`src/rtl/user_reset_gen.sv`:
```
// Merges software, watchdog and filtered PLL lock-loss reset causes into one
// minimum-width active-low reset pulse followed by a hold-off window.
module user_reset_gen #(
  parameter int unsigned PULSE_CYCLES   = 16,
  parameter int unsigned HOLDOFF_CYCLES = 64,
  parameter int unsigned WDT_TIMEOUT    = 1000000,
  parameter int unsigned LOCK_FILTER    = 8
) (
  input  logic       clk,
  input  logic       reset,
  input  logic       sw_reset_req,
  input  logic       wdt_enable,
  input  logic       wdt_kick,
  input  logic       pll_lock,
  input  logic       cause_clr,
  output logic       user_reset,
  output logic       busy,
  output logic [2:0] cause,
  output logic [7:0] reset_count
);

  localparam int unsigned PHASE_MAX = (PULSE_CYCLES > HOLDOFF_CYCLES) ? PULSE_CYCLES : HOLDOFF_CYCLES;
  localparam int unsigned PW = (PHASE_MAX > 1) ? $clog2(PHASE_MAX) : 1;
  localparam int unsigned WW = $clog2(WDT_TIMEOUT);
  localparam int unsigned FW = $clog2(LOCK_FILTER + 1);

  typedef enum logic [1:0] {
    IDLE,
    ASSERT,
    HOLDOFF
  } state_t;

  state_t        state, state_n;
  logic [PW-1:0] ph_cnt, ph_cnt_n;
  logic          start_pulse;

  logic          lock_meta, lock_sync, lock_seen;
  logic [FW-1:0] flt_cnt;
  logic [WW-1:0] wdt_cnt;

  logic          lock_low;
  logic          sw_trig, wdt_trig, lock_trig, any_trig;

  assign lock_low  = lock_seen & ~lock_sync;
  // Filter counter saturates at LOCK_FILTER, so the compare fires once per low run.
  assign lock_trig = lock_low && (flt_cnt == FW'(LOCK_FILTER - 1));
  assign wdt_trig  = wdt_enable && !busy && !wdt_kick && (wdt_cnt == WW'(WDT_TIMEOUT - 1));
  assign sw_trig   = sw_reset_req;
  assign any_trig  = sw_trig | wdt_trig | lock_trig;

  always_comb begin
    state_n     = state;
    ph_cnt_n    = ph_cnt;
    start_pulse = 1'b0;
    case (state)
      IDLE: begin
        if (any_trig) begin
          state_n     = ASSERT;
          ph_cnt_n    = '0;
          start_pulse = 1'b1;
        end
      end
      ASSERT: begin
        if (ph_cnt == PW'(PULSE_CYCLES - 1)) begin
          if (!lock_low) begin
            state_n  = HOLDOFF;
            ph_cnt_n = '0;
          end
        end else begin
          ph_cnt_n = ph_cnt + PW'(1);
        end
      end
      HOLDOFF: begin
        if (ph_cnt == PW'(HOLDOFF_CYCLES - 1)) begin
          ph_cnt_n = '0;
          if (any_trig) begin
            state_n     = ASSERT;
            start_pulse = 1'b1;
          end else begin
            state_n = IDLE;
          end
        end else begin
          ph_cnt_n = ph_cnt + PW'(1);
        end
      end
      default: begin
        state_n  = IDLE;
        ph_cnt_n = '0;
      end
    endcase
  end

  always_ff @(posedge clk) begin
    if (reset) begin
      state       <= IDLE;
      ph_cnt      <= '0;
      user_reset  <= 1'b1;
      busy        <= 1'b0;
      cause       <= '0;
      reset_count <= '0;
      lock_meta   <= 1'b0;
      lock_sync   <= 1'b0;
      lock_seen   <= 1'b0;
      flt_cnt     <= '0;
      wdt_cnt     <= '0;
    end else begin
      state      <= state_n;
      ph_cnt     <= ph_cnt_n;
      user_reset <= (state_n != ASSERT);
      busy       <= (state_n != IDLE);

      lock_meta <= pll_lock;
      lock_sync <= lock_meta;
      if (lock_sync) lock_seen <= 1'b1;

      if (!lock_low) flt_cnt <= '0;
      else if (flt_cnt != FW'(LOCK_FILTER)) flt_cnt <= flt_cnt + FW'(1);

      if (!wdt_enable || busy || wdt_kick || wdt_trig) wdt_cnt <= '0;
      else wdt_cnt <= wdt_cnt + WW'(1);

      cause <= (cause & ~{3{cause_clr}}) | {lock_trig, wdt_trig, sw_trig};

      if (start_pulse && reset_count != 8'hFF) reset_count <= reset_count + 8'd1;
    end
  end

endmodule

```
`config.mk`:
```
export PLATFORM = sky130hd
export DESIGN_NAME = user_reset_gen
export DESIGN_NICKNAME = d
export VERILOG_FILES = /design/src/rtl/user_reset_gen.sv
export SDC_FILE = /design/constraint.sdc
export NUM_CORES = 1
export LEC_CHECK = 0
export CAP_MARGIN = 15
export CORE_MARGIN = 5
export CORE_UTILIZATION = 53
export CTS_BUF_LIST = sky130_fd_sc_hd__clkbuf_8 sky130_fd_sc_hd__clkbuf_16
export DETAILED_ROUTE_END_ITERATION = 16
export GPL_ROUTABILITY_DRIVEN = 0
export HOLD_SLACK_MARGIN = 0.03
export PLACE_DENSITY = 0.71
export SLEW_MARGIN = 0
export SYNTH_ARGS = -nofsm -noshare
export SYNTH_HDL_FRONTEND = slang
export SYNTH_SLANG_ARGS = --single-unit
```
`constraint.sdc`:
```
create_clock -name clk -period 4 [get_ports clk]
set_clock_uncertainty 0.2 [all_clocks]
set_input_delay 0.6 -clock clk [delete_from_list [all_inputs] [get_ports clk]]
set_output_delay 0.6 -clock clk [all_outputs]
set_load 0.005 [all_outputs]
```
==> key figures <==
Critical path
  – Worst R2R Start: ph_cnt[0]
  – Setup Crit Path Kind: register to register
  – Worst path arrival time: 2.57 ns
  – Largest fanout on the critical path: 11
  – Flop2flop setup slack: 1.42 ns
  – Crit. End Element: register
  – Worst path required time: 3.99 ns
  – R2R depth: 6
  – FF-to-FF End: reset_count[7]
  – Worst Setup Start Kind: register

Final layout
  – Non-filler cells, final: 341
  – Commonest non-fill, non-tap cell in the layout: dfxtp_1
  – Most frequent cells in the layout: 48 x dfxtp_1, 34 x nor2_1, 22 x nand2_1
  – Share of layout cells above drive strength 1: 0.0692
  – Area Growth Syn to Fin: 13.7%
  – NumNets Final: between 300 and 400
  – Number of antenna diodes: 0
  – Filler cell count: 403
  – Cell area after layout: 0.00267 sq mm

STA
  – Final number of max-transition violations: 0
  – Tmin final: 2.58 ns
  – Slew @ Worst Pin: approximately 1.0 ns
  – Final setup viols: 0
  – Slew margin rel.: 0.309
  – RSZ-0062 raised after global routing: false
  – Setup tns final: 0 ns
  – Worst Slack Setup Final: between 1 and 1.5 ns
  – Tcrit/Tclk final: 0.644
  – Fin. Hold Viols: 0
  – Fmax: 388 MHz

Pwr
  – Peak supply drop: 211 uV
  – Total power: between 800 and 900 uW
  – Leakage: about 0.87 nW
  – Pwr dens: around 330 mW/mm^2

Job
  – Max Cap Viol: 0

Clock network
  – Clk sink count: 48
  – CTS tree: built
  – H-tree depth: 2
  – # Post-CTS Setup Buffers: 0
  – Clock Path Buffers: 2
  – CTS hold repair buffers: 0
  – Reg clk slew, reported paths: roughly 0.09 ns
  – Number of CTS-inserted buffers: 5
  – Clk root buf: clkbuf_8
  – Post-cts sizing count: 0
  – Clock Latency Late Sink: approximately 0.3 ns

Floorplanning
  – Chip width: 76.6 microns
  – Core Rows: 24
  – Die area: about 0.006 sq mm
  – Core ar.: about 0.0043 sq mm
  – Starting Density: 0.543
  – Io pins: 20
  – DIE HEIGHT: 76.6 microns

Route
  – First-pass iteration count of the detailed router: 4
  – Final wirelength: 4340 microns
  – Total number of vias: ~1900
  – Avg WL per Cell: around 13 microns
  – Vias per cell: 5.54
  – DRC viols: 0
  – Antenna Violating Nets Remaining: 0
  – Initial drt markers: 110

Synth
  – Synth Area in Adders: 0.0479
  – Syn_area_per_cell: 8.74 sq um
  – Synthesized area: 0.00235 sq mm
  – Syn nets: around 290
  – #FFs+latches synth: 48
  – Compound-Gate Fraction of Synth Area: 0.126
  – Synth Area in XOR/XNOR: 0.0745
  – Post-synthesis sequential area ratio: 0.409
  – Netlist cell types: 53
  – Synth Area in Simple Gates: 0.276
  – Mapped Cells: between 200 and 300
  – Post-synth ARST share: 0
  – Top FF cell, synth: dfxtp_1
  – Synth Warn #: 0
  – Post-synthesis mux area share: 0.0272
  – Main combinational cell family by area after synthesis: simple AND/OR/NAND/NOR gates
  – EDFF count, synth: 0

Hold path
  – Hold path start: lock_meta
  – Worst Hold Endpoint: lock_sync
  – Worst hold-check path type: register to register
  – Hold depth: 1

Placement
  – Post-Place Cells: 333
  – Area after DPL: 0.00257 sq mm
  – Pre-CTS setup slack: around 1.2 ns
  – Post-DP HPWL: 3090 microns
  – Port buffer count: 19

Status
  – Outcome: finished, final reports clean

Global route
  – Initial antenna violation count: 0
  – Total track usage: 0.153
  – Vias in the first global route: 1767
  – Met1 Use GR: 0.194
  – Largest net degree at the start of global routing: 24
  – Global-route track usage on met2: 0.243
  – Total gr overflow: 0
  – GR Util met3: 0.0437
  – Most Used Layer, Global Route: met2
  – First-pass GRT wire length: roughly 7600 microns
## sequential cells by signal (all words and copies together), names as in the netlist
register	cells
wdt_cnt	20
reset_count	8
ph_cnt	6
flt_cnt	4
cause	3
state	2
busy	1
lock_meta	1
lock_seen	1
lock_sync	1
user_reset	1
## cells by family (layout without fill, tap and decap cells)
group                    count (synthesis)  count (layout)
AND/OR/NAND/NOR                        125             125
flip-flops                              48              48
AO/OA/AOI/OAI                           39              39
buffers and inverters                   22              42
XOR/XNOR                                20              20
adder cells (fa/ha/maj)                  9               9
multiplexers                             6               6
## synthesized netlist by cell type (all sizes together), types with 2 or more instances
cell	instances	area (sq um)
nor2b	8	50.1
and4	4	37.5
o31ai	5	37.5
ha	9	113
a32o	2	20.0
nor3b	2	20.0
a31oi	3	33.8
a21boi	2	18.8
nand4	4	25.0
mux2	3	33.8
nor3	10	50.1
nor4	5	31.3
inv	13	48.8
o21ai	5	25.0
o311ai	2	17.5
a21oi	8	40.0
xor2	9	78.8
and2	2	12.5
clkbuf	6	22.5
dfxtp	48	961
buf	2	16.3
mux2i	3	30.0
o21bai	2	15.0
nor2	34	128
nand2	22	82.6
xnor2	11	96.3
and3	3	18.8
or4	4	30.0
nand2b	2	12.5
nand3	19	95.1
## through the flow
step | hold WS, ns | utilization
2_1_floorplan | 0.214 | -
3_3_place_gp | 0.220 | 0.595
3_5_place_dp | 0.234 | 0.595
4_1_cts | 0.258 | 0.618
5_1_grt | 0.287 | 0.618
6_report | 0.255 | 0.618
## worst max path at each step
| stage | from | to | slack (ns) | cells past startpoint |
|---|---|---|---|---|
| 3_5_place_dp | wdt_enable | reset_count[7] | 1.23 | 5 |
| 4_1_cts | ph_cnt[0] | reset_count[7] | 1.43 | 6 |
| 6_report | ph_cnt[0] | reset_count[7] | 1.42 | 6 |
| 5_1_grt | ph_cnt[0] | reset_count[7] | 1.23 | 6 |
| 3_3_place_gp | wdt_enable | reset_count[7] | 1.26 | 5 |
| 2_1_floorplan | wdt_cnt[0] | reset_count[7] | 1.82 | 7 |
## report_power, final
part	internal, mW	leakage (nW)	switching (mW)
registers	0.487	0.389	0.00713
clock network	0.140	0.0434	0.159
logic	0.0340	0.443	0.0438
total	0.661	0.875	0.210
## worst max-delay path: stages (launching register included)
cell and delay (ns):
dfxtp_1 0.38, ha_1 0.22, nand3_1 0.21, o21ai_1 0.28, o21ai_0 0.41, nor4_1 0.42
mux2_2 0.37
## per-layer routing
metal,vias up,share of wire
li1,989,-
met1,868,0.49
met2,21,0.45
met3,11,0.034
met4,0,0.021
met5,-,0
## final cells by class
cell class,instances,area (sq um),share of cell area
timing repair buffer,20,198,0.0740
clock buffer,6,82.6,0.0309
tap,52,65.1,0.0244
multi-input combinational,199,1300,0.486
sequential,48,961,0.360
clock inverter,2,15.0,0.00562
inverter,14,52.6,0.0197
Power figures use the tool's default switching activity.
